`config.mk`:
```
export PLATFORM = sky130hd
export DESIGN_NAME = sr_block_sequencer
export DESIGN_NICKNAME = d
export VERILOG_FILES = /design/src/rtl/sr_block_sequencer.sv
export SDC_FILE = /design/constraint.sdc
export NUM_CORES = 1
export LEC_CHECK = 0
export ABC_AREA = 1
export CAP_MARGIN = 0
export CORE_MARGIN = 1.5
export CORE_UTILIZATION = 59
export DETAILED_ROUTE_END_ITERATION = 6
export PLACE_DENSITY_LB_ADDON = 0.08
export SYNTH_ARGS = -nofsm -noshare
export SYNTH_HDL_FRONTEND = slang
export SYNTH_SLANG_ARGS = --single-unit
```
`constraint.sdc`:
```
create_clock -name clk -period 8 [get_ports clk]
set_input_delay 1.6 -clock clk [delete_from_list [all_inputs] [get_ports clk]]
set_output_delay 1.6 -clock clk [all_outputs]
set_load 0.02 [all_outputs]
```
`src/rtl/sr_block_sequencer.sv`:
```
// Block sequencer for a separable sub-pel filter: issues per-block config tokens,
// forwards the extended input pel window and counts filter results until done.
module sr_block_sequencer #(
   parameter int unsigned DATA_W  = 8,
   parameter int unsigned TAP     = 8,
   parameter int unsigned SIZE_W  = 7,
   parameter int unsigned ALPHA_W = 3
) (
   input  logic               clk,
   input  logic               rst,
   // block command
   input  logic               cmd_valid,
   output logic               cmd_ready,
   input  logic [SIZE_W-1:0]  cmd_size,
   input  logic [ALPHA_W-1:0] cmd_v_alpha,
   input  logic [ALPHA_W-1:0] cmd_h_alpha,
   // config tokens to the filter
   output logic [ALPHA_W-1:0] v_alpha_din,
   output logic [ALPHA_W-1:0] h_alpha_din,
   output logic [SIZE_W-1:0]  ext_size_din,
   output logic               v_alpha_write,
   output logic               h_alpha_write,
   output logic               ext_size_write,
   input  logic               v_alpha_full,
   input  logic               h_alpha_full,
   input  logic               ext_size_full,
   // upstream pel port
   input  logic [DATA_W-1:0]  pel_in_din,
   input  logic               pel_in_write,
   output logic               pel_in_full,
   // pel port to the filter
   output logic [DATA_W-1:0]  pel_out_din,
   output logic               pel_out_write,
   input  logic               pel_out_full,
   // filter result monitor and status
   input  logic               res_write,
   output logic               done,
   output logic               err
);

   localparam int unsigned CNT_W = 2 * SIZE_W;

   typedef enum logic [2:0] {StIdle, StCfg, StStream, StDrain, StDone} state_e;

   state_e            state_q;
   logic [CNT_W-1:0]  in_total_q, out_total_q;
   logic [CNT_W-1:0]  in_cnt_q, out_cnt_q;

   logic              cmd_fire, cmd_ok;
   logic [SIZE_W-1:0] ext_nxt;
   logic              v_xfer, h_xfer, x_xfer;
   logic              v_wr_nxt, h_wr_nxt, x_wr_nxt;
   logic              pel_xfer;
   logic              res_window, res_count, res_over;
   logic [CNT_W-1:0]  out_cnt_nxt;

   // Command decode, handshake and result accounting
   always_comb begin
      cmd_ready   = (state_q == StIdle) && !rst;
      cmd_fire    = cmd_valid && cmd_ready;
      cmd_ok      = (cmd_size inside {SIZE_W'(4), SIZE_W'(8), SIZE_W'(16), SIZE_W'(32),
                                      SIZE_W'(64)})
                    && (cmd_v_alpha inside {ALPHA_W'(0), ALPHA_W'(2), ALPHA_W'(4), ALPHA_W'(6)})
                    && (cmd_h_alpha inside {ALPHA_W'(0), ALPHA_W'(2), ALPHA_W'(4), ALPHA_W'(6)});
      ext_nxt     = cmd_size + SIZE_W'(TAP - 1);
      v_xfer      = v_alpha_write && !v_alpha_full;
      h_xfer      = h_alpha_write && !h_alpha_full;
      x_xfer      = ext_size_write && !ext_size_full;
      v_wr_nxt    = v_alpha_write && !v_xfer;
      h_wr_nxt    = h_alpha_write && !h_xfer;
      x_wr_nxt    = ext_size_write && !x_xfer;
      pel_xfer    = (state_q == StStream) && pel_in_write && !pel_out_full;
      res_window  = (state_q == StCfg) || (state_q == StStream) || (state_q == StDrain);
      res_count   = res_write && res_window && (out_cnt_q != out_total_q);
      res_over    = res_write && !res_count;
      out_cnt_nxt = out_cnt_q + CNT_W'(res_count);
   end

   // Zero-latency pel pass-through, closed outside STREAM
   always_comb begin
      pel_out_din   = (state_q == StStream) ? pel_in_din : '0;
      pel_out_write = (state_q == StStream) && pel_in_write;
      pel_in_full   = (state_q == StStream) ? pel_out_full : 1'b1;
   end

   // Block FSM with registered token and status outputs
   always_ff @(posedge clk) begin
      if (rst) begin
         state_q        <= StIdle;
         in_total_q     <= '0;
         out_total_q    <= '0;
         in_cnt_q       <= '0;
         out_cnt_q      <= '0;
         v_alpha_din    <= '0;
         h_alpha_din    <= '0;
         ext_size_din   <= '0;
         v_alpha_write  <= 1'b0;
         h_alpha_write  <= 1'b0;
         ext_size_write <= 1'b0;
         done           <= 1'b0;
         err            <= 1'b0;
      end else begin
         done      <= 1'b0;
         err       <= res_over;
         out_cnt_q <= out_cnt_nxt;
         unique case (state_q)
            StIdle: begin
               if (cmd_fire) begin
                  if (cmd_ok) begin
                     v_alpha_din    <= cmd_v_alpha;
                     h_alpha_din    <= cmd_h_alpha;
                     ext_size_din   <= ext_nxt;
                     v_alpha_write  <= 1'b1;
                     h_alpha_write  <= 1'b1;
                     ext_size_write <= 1'b1;
                     in_total_q     <= CNT_W'(ext_nxt) * CNT_W'(ext_nxt);
                     out_total_q    <= CNT_W'(cmd_size) * CNT_W'(cmd_size);
                     in_cnt_q       <= '0;
                     out_cnt_q      <= '0;
                     state_q        <= StCfg;
                  end else begin
                     // malformed command is swallowed, only flagged
                     err <= 1'b1;
                  end
               end
            end
            StCfg: begin
               v_alpha_write  <= v_wr_nxt;
               h_alpha_write  <= h_wr_nxt;
               ext_size_write <= x_wr_nxt;
               if (!v_wr_nxt && !h_wr_nxt && !x_wr_nxt) begin
                  state_q <= StStream;
               end
            end
            StStream: begin
               if (pel_xfer) begin
                  in_cnt_q <= in_cnt_q + CNT_W'(1);
                  if (in_cnt_q + CNT_W'(1) == in_total_q) begin
                     state_q <= StDrain;
                  end
               end
            end
            StDrain: begin
               // look at the post-increment count so done follows the last result by one cycle
               if (out_cnt_nxt == out_total_q) begin
                  state_q <= StDone;
                  done    <= 1'b1;
               end
            end
            StDone: begin
               state_q <= StIdle;
            end
            default: begin
               state_q <= StIdle;
            end
         endcase
      end
   end

endmodule

```
==> results_dict.tcl <==
set metrics [dict create \
    io_pins 59 \
    cts_made_buffers 9 \
    syn_to_final_growth_pct 13.3 \
    coreArea_sq_mm 0.0104 \
    synth_edf_count 0 \
    rows 37 \
    fin_util_pct 69.1 \
    cellLeakagePower_nw 3.48 \
    drive_gt1_share_pct 4.72 \
    grt_max_degree 31 \
    share_seq_of_total_power_pct 29.1 \
    min_path_type "reg -> reg" \
    period_share_pct 86.5 \
    drt_wl_total_mm 15.1 \
    design_area_sq_mm 0.00716 \
    clockPowerShare_pct 21.5 \
    worstRegToRegCells 21 \
    worst_ep_required_time_ns 8.25 \
    async_reset_ff_share_pct 0 \
    synth_area_sq_mm 0.00632 \
    post_cts_buffers 0 \
    critPathLaunchType "input pin" \
    cts_root_buffer "clkbuf_8" \
    maxCapViolations 0 \
    critPathKind "in -> reg" \
    irDropWorstVdd_uv 148 \
    nNetsFinal 1081 \
    hold_viol 0 \
    p_sw_share_pct 41.3 \
    overflow 0 \
    yosys_register_bits 74 \
    min_period_ns 6.92 \
    p_int_mw 0.800 \
    worstPathArrival_ns 7.17 \
    first_pass_iters 6 \
    syn_nets 1035 \
    antenna_found_initial 0 \
    combinationalPowerShare_pct 49.4 \
    power_density_mw_per_mm2 190 \
    grt_pass1_wl_mm 25.4 \
    fmax_mhz 144 \
    die_h_um 107 \
    cts_resized 0 \
    hpwl_mm 11.8 \
    drt_iter0_drc 306 \
    postPlaceCellArea_sq_mm 0.00697 \
    yosys_most_used_dff "dfxtp_1" \
    synth.avg_cell_area_sq_um 6.84 \
    switchingPower_mw 0.563 \
    clkTransAtPathRegs_ns 0.08 \
    holdPathStages 2 \
    clk_latency_ns 0.36 \
    cts_tree "yes" \
    slew_viol_final 0 \
    ys_seq_area_share_pct 23.4 \
    max_slew_margin_pct 59.5 \
    ys_types 48 \
    rsz0062_at_grt "false" \
    viasPerCell 5.43 \
    die_w_um 107 \
    syn_inst 924 \
    finalSetupViolations 0 \
    h-tree-depth 3 \
    drc 0 \
    cts_sinks 74 \
    start_util_pct 61.0 \
    endpoint_kind "flop" \
    status "complete, no violations" \
    fin_setup_tns_ns 0 \
    final_common_cell "nand2_1" \
    io_buffers 58 \
    setup_slack_ns 1.08 \
    via_count 6030 \
    track_usage_pct 27.8 \
    wl_per_cell_um 13.6 \
    fin_skew_ns 0.0120 \
    ys_warn_count 0 \
    grt_pass1_vias 5641 \
    layout_common_cells "nand2_1, inv_1, nor2_1, dfxtp_1, clkdlybuf4s50_1" \
    dieArea_sq_mm 0.0113 \
    pre_cts_slack_ns 0.866 \
    tightest_slew_ns 0.607 \
    place.gp.congestion 0.900 \
    cts_buffer_depth 2 \
    ant_nets 0 \
    ctsHoldBuffers 0 \
    worst-path-max-fanout 15 \
    diodes 0 \
]
-- critical path, cell delays in order --
cell             delay, ns
clkdlybuf4s50_1       0.46
buf_4                 0.19
inv_1                 0.16
ha_1                  0.27
a21oi_1               0.22
nand2_1               0.09
xor2_1                0.37
inv_1                 0.14
nand2_1               0.14
xnor2_1               0.09
ha_1                  0.28
inv_1                 0.05
fa_1                  0.54
inv_1                 0.06
fa_1                  0.53
inv_1                 0.05
fa_1                  0.52
inv_1                 0.04
ha_1                  0.34
nand2_1               0.10
o21ai_0               0.36
nand3_1               0.12
nand2_1               0.11
nand2_1               0.08
nand2_1               0.07
nand2_1               0.05
nand3_1               0.06
nand2_1               0.06
-- routing by layer --
layer	wire (um)	track usage (%)	vias to the layer above	share of wire, %
li1	-	-	3032	-
met1	6910	36.3	2787	46
met4	340	10.0	0	2.3
met2	6980	46.3	175	46
met3	833	4.78	36	5.5
met5	0	0	-	0
-- worst paths after layout --
check	from	to	slack, ns
worst max-delay path	cmd_size[0]	in_total_q[11]$_SDFFE_PP0P_	1.08
worst min-delay path	v_alpha_din[0]$_SDFFE_PP0P_	v_alpha_din[0]$_SDFFE_PP0P_	0.45
worst max register to register	out_total_q[12]$_SDFFE_PP0P_	state_q[0]$_SDFFE_PP0P_	4.78
worst min register to register	v_alpha_din[0]$_SDFFE_PP0P_	v_alpha_din[0]$_SDFFE_PP0P_	0.45
-- synthesized netlist by cell type (2+ instances only) --
cell type / n / share of area (%)
ha_1: 54 / 11
nor2_1: 98 / 5.8
nor2_2: 7 / 0.69
nand3_1: 56 / 4.4
nor3_1: 10 / 0.79
inv_2: 5 / 0.30
nor3b_1: 2 / 0.24
o22ai_1: 9 / 0.89
nand2_1: 221 / 13
nand2_2: 2 / 0.20
clkbuf_1: 11 / 0.65
a211oi_1: 11 / 1.3
xnor2_1: 16 / 2.2
o211ai_1: 2 / 0.24
a31oi_1: 9 / 0.89
xor2_1: 16 / 2.2
a22o_1: 4 / 0.55
nand3b_1: 3 / 0.36
nand3_2: 2 / 0.32
a21o_1: 5 / 0.59
a21oi_1: 34 / 2.7
o2111ai_1: 4 / 0.55
o21ai_0: 33 / 2.6
dfxtp_1: 74 / 23
a32o_1: 2 / 0.32
buf_2: 12 / 0.95
inv_1: 159 / 9.4
nor2_4: 4 / 0.71
o21bai_1: 3 / 0.36
o21ai_1: 2 / 0.16
nand4_1: 10 / 0.99
fa_1: 27 / 8.5
buf_4: 2 / 0.24
-- power by group through the flow --
stage	Sequential, mW	Combinational [mW]	Clock, mW
global route	0.399	0.767	0.313
detailed placement	0.405	0.659	0
global placement	0.405	0.637	0
floorplan	0.404	0.505	0
CTS	0.396	0.673	0.295
finish	0.397	0.673	0.294
-- stage by stage --
step           hold WS (ns)  std cells  power [mW]
2_1_floorplan         0.443        924       0.909
3_3_place_gp          0.427       1095        1.04
3_5_place_dp          0.434       1095        1.06
4_1_cts               0.448       1110        1.36
5_1_grt               0.490       1110        1.48
6_report              0.446       1110        1.36
-- cell type report --
class                           count  area, sq um
Tap cell                          136          170
Clock inverter                      5         55.1
Sequential cell                    74         1480
Inverter                          164          616
Fill cell                         949         3210
Clock buffer                       10          138
Multi-Input combinational cell    660         4100
Timing Repair Buffer               61          603
-- kinds of logic after synthesis --
| group | Yosys count | synth area share (%) |
|---|---|---|
| XOR/XNOR | 33 | 4.79 |
| buffers and inverters | 190 | 11.8 |
| AND/OR/NAND/NOR | 420 | 28.3 |
| AO/OA/AOI/OAI | 125 | 12.3 |
| flip-flops | 74 | 23.4 |
| multiplexers | 1 | 0.178 |
| adder cells (fa/ha/maj) | 81 | 19.2 |
-- registers in the layout, indices dropped and copies added (netlist names) --
signal,flops
h_alpha_din,3
in_cnt_q,14
ext_size_din,7
ext_size_write,1
err,1
state_q,3
in_total_q,12
v_alpha_din,3
h_alpha_write,1
out_cnt_q,14
out_total_q,13
v_alpha_write,1
done,1
Power figures use the tool's default switching activity.
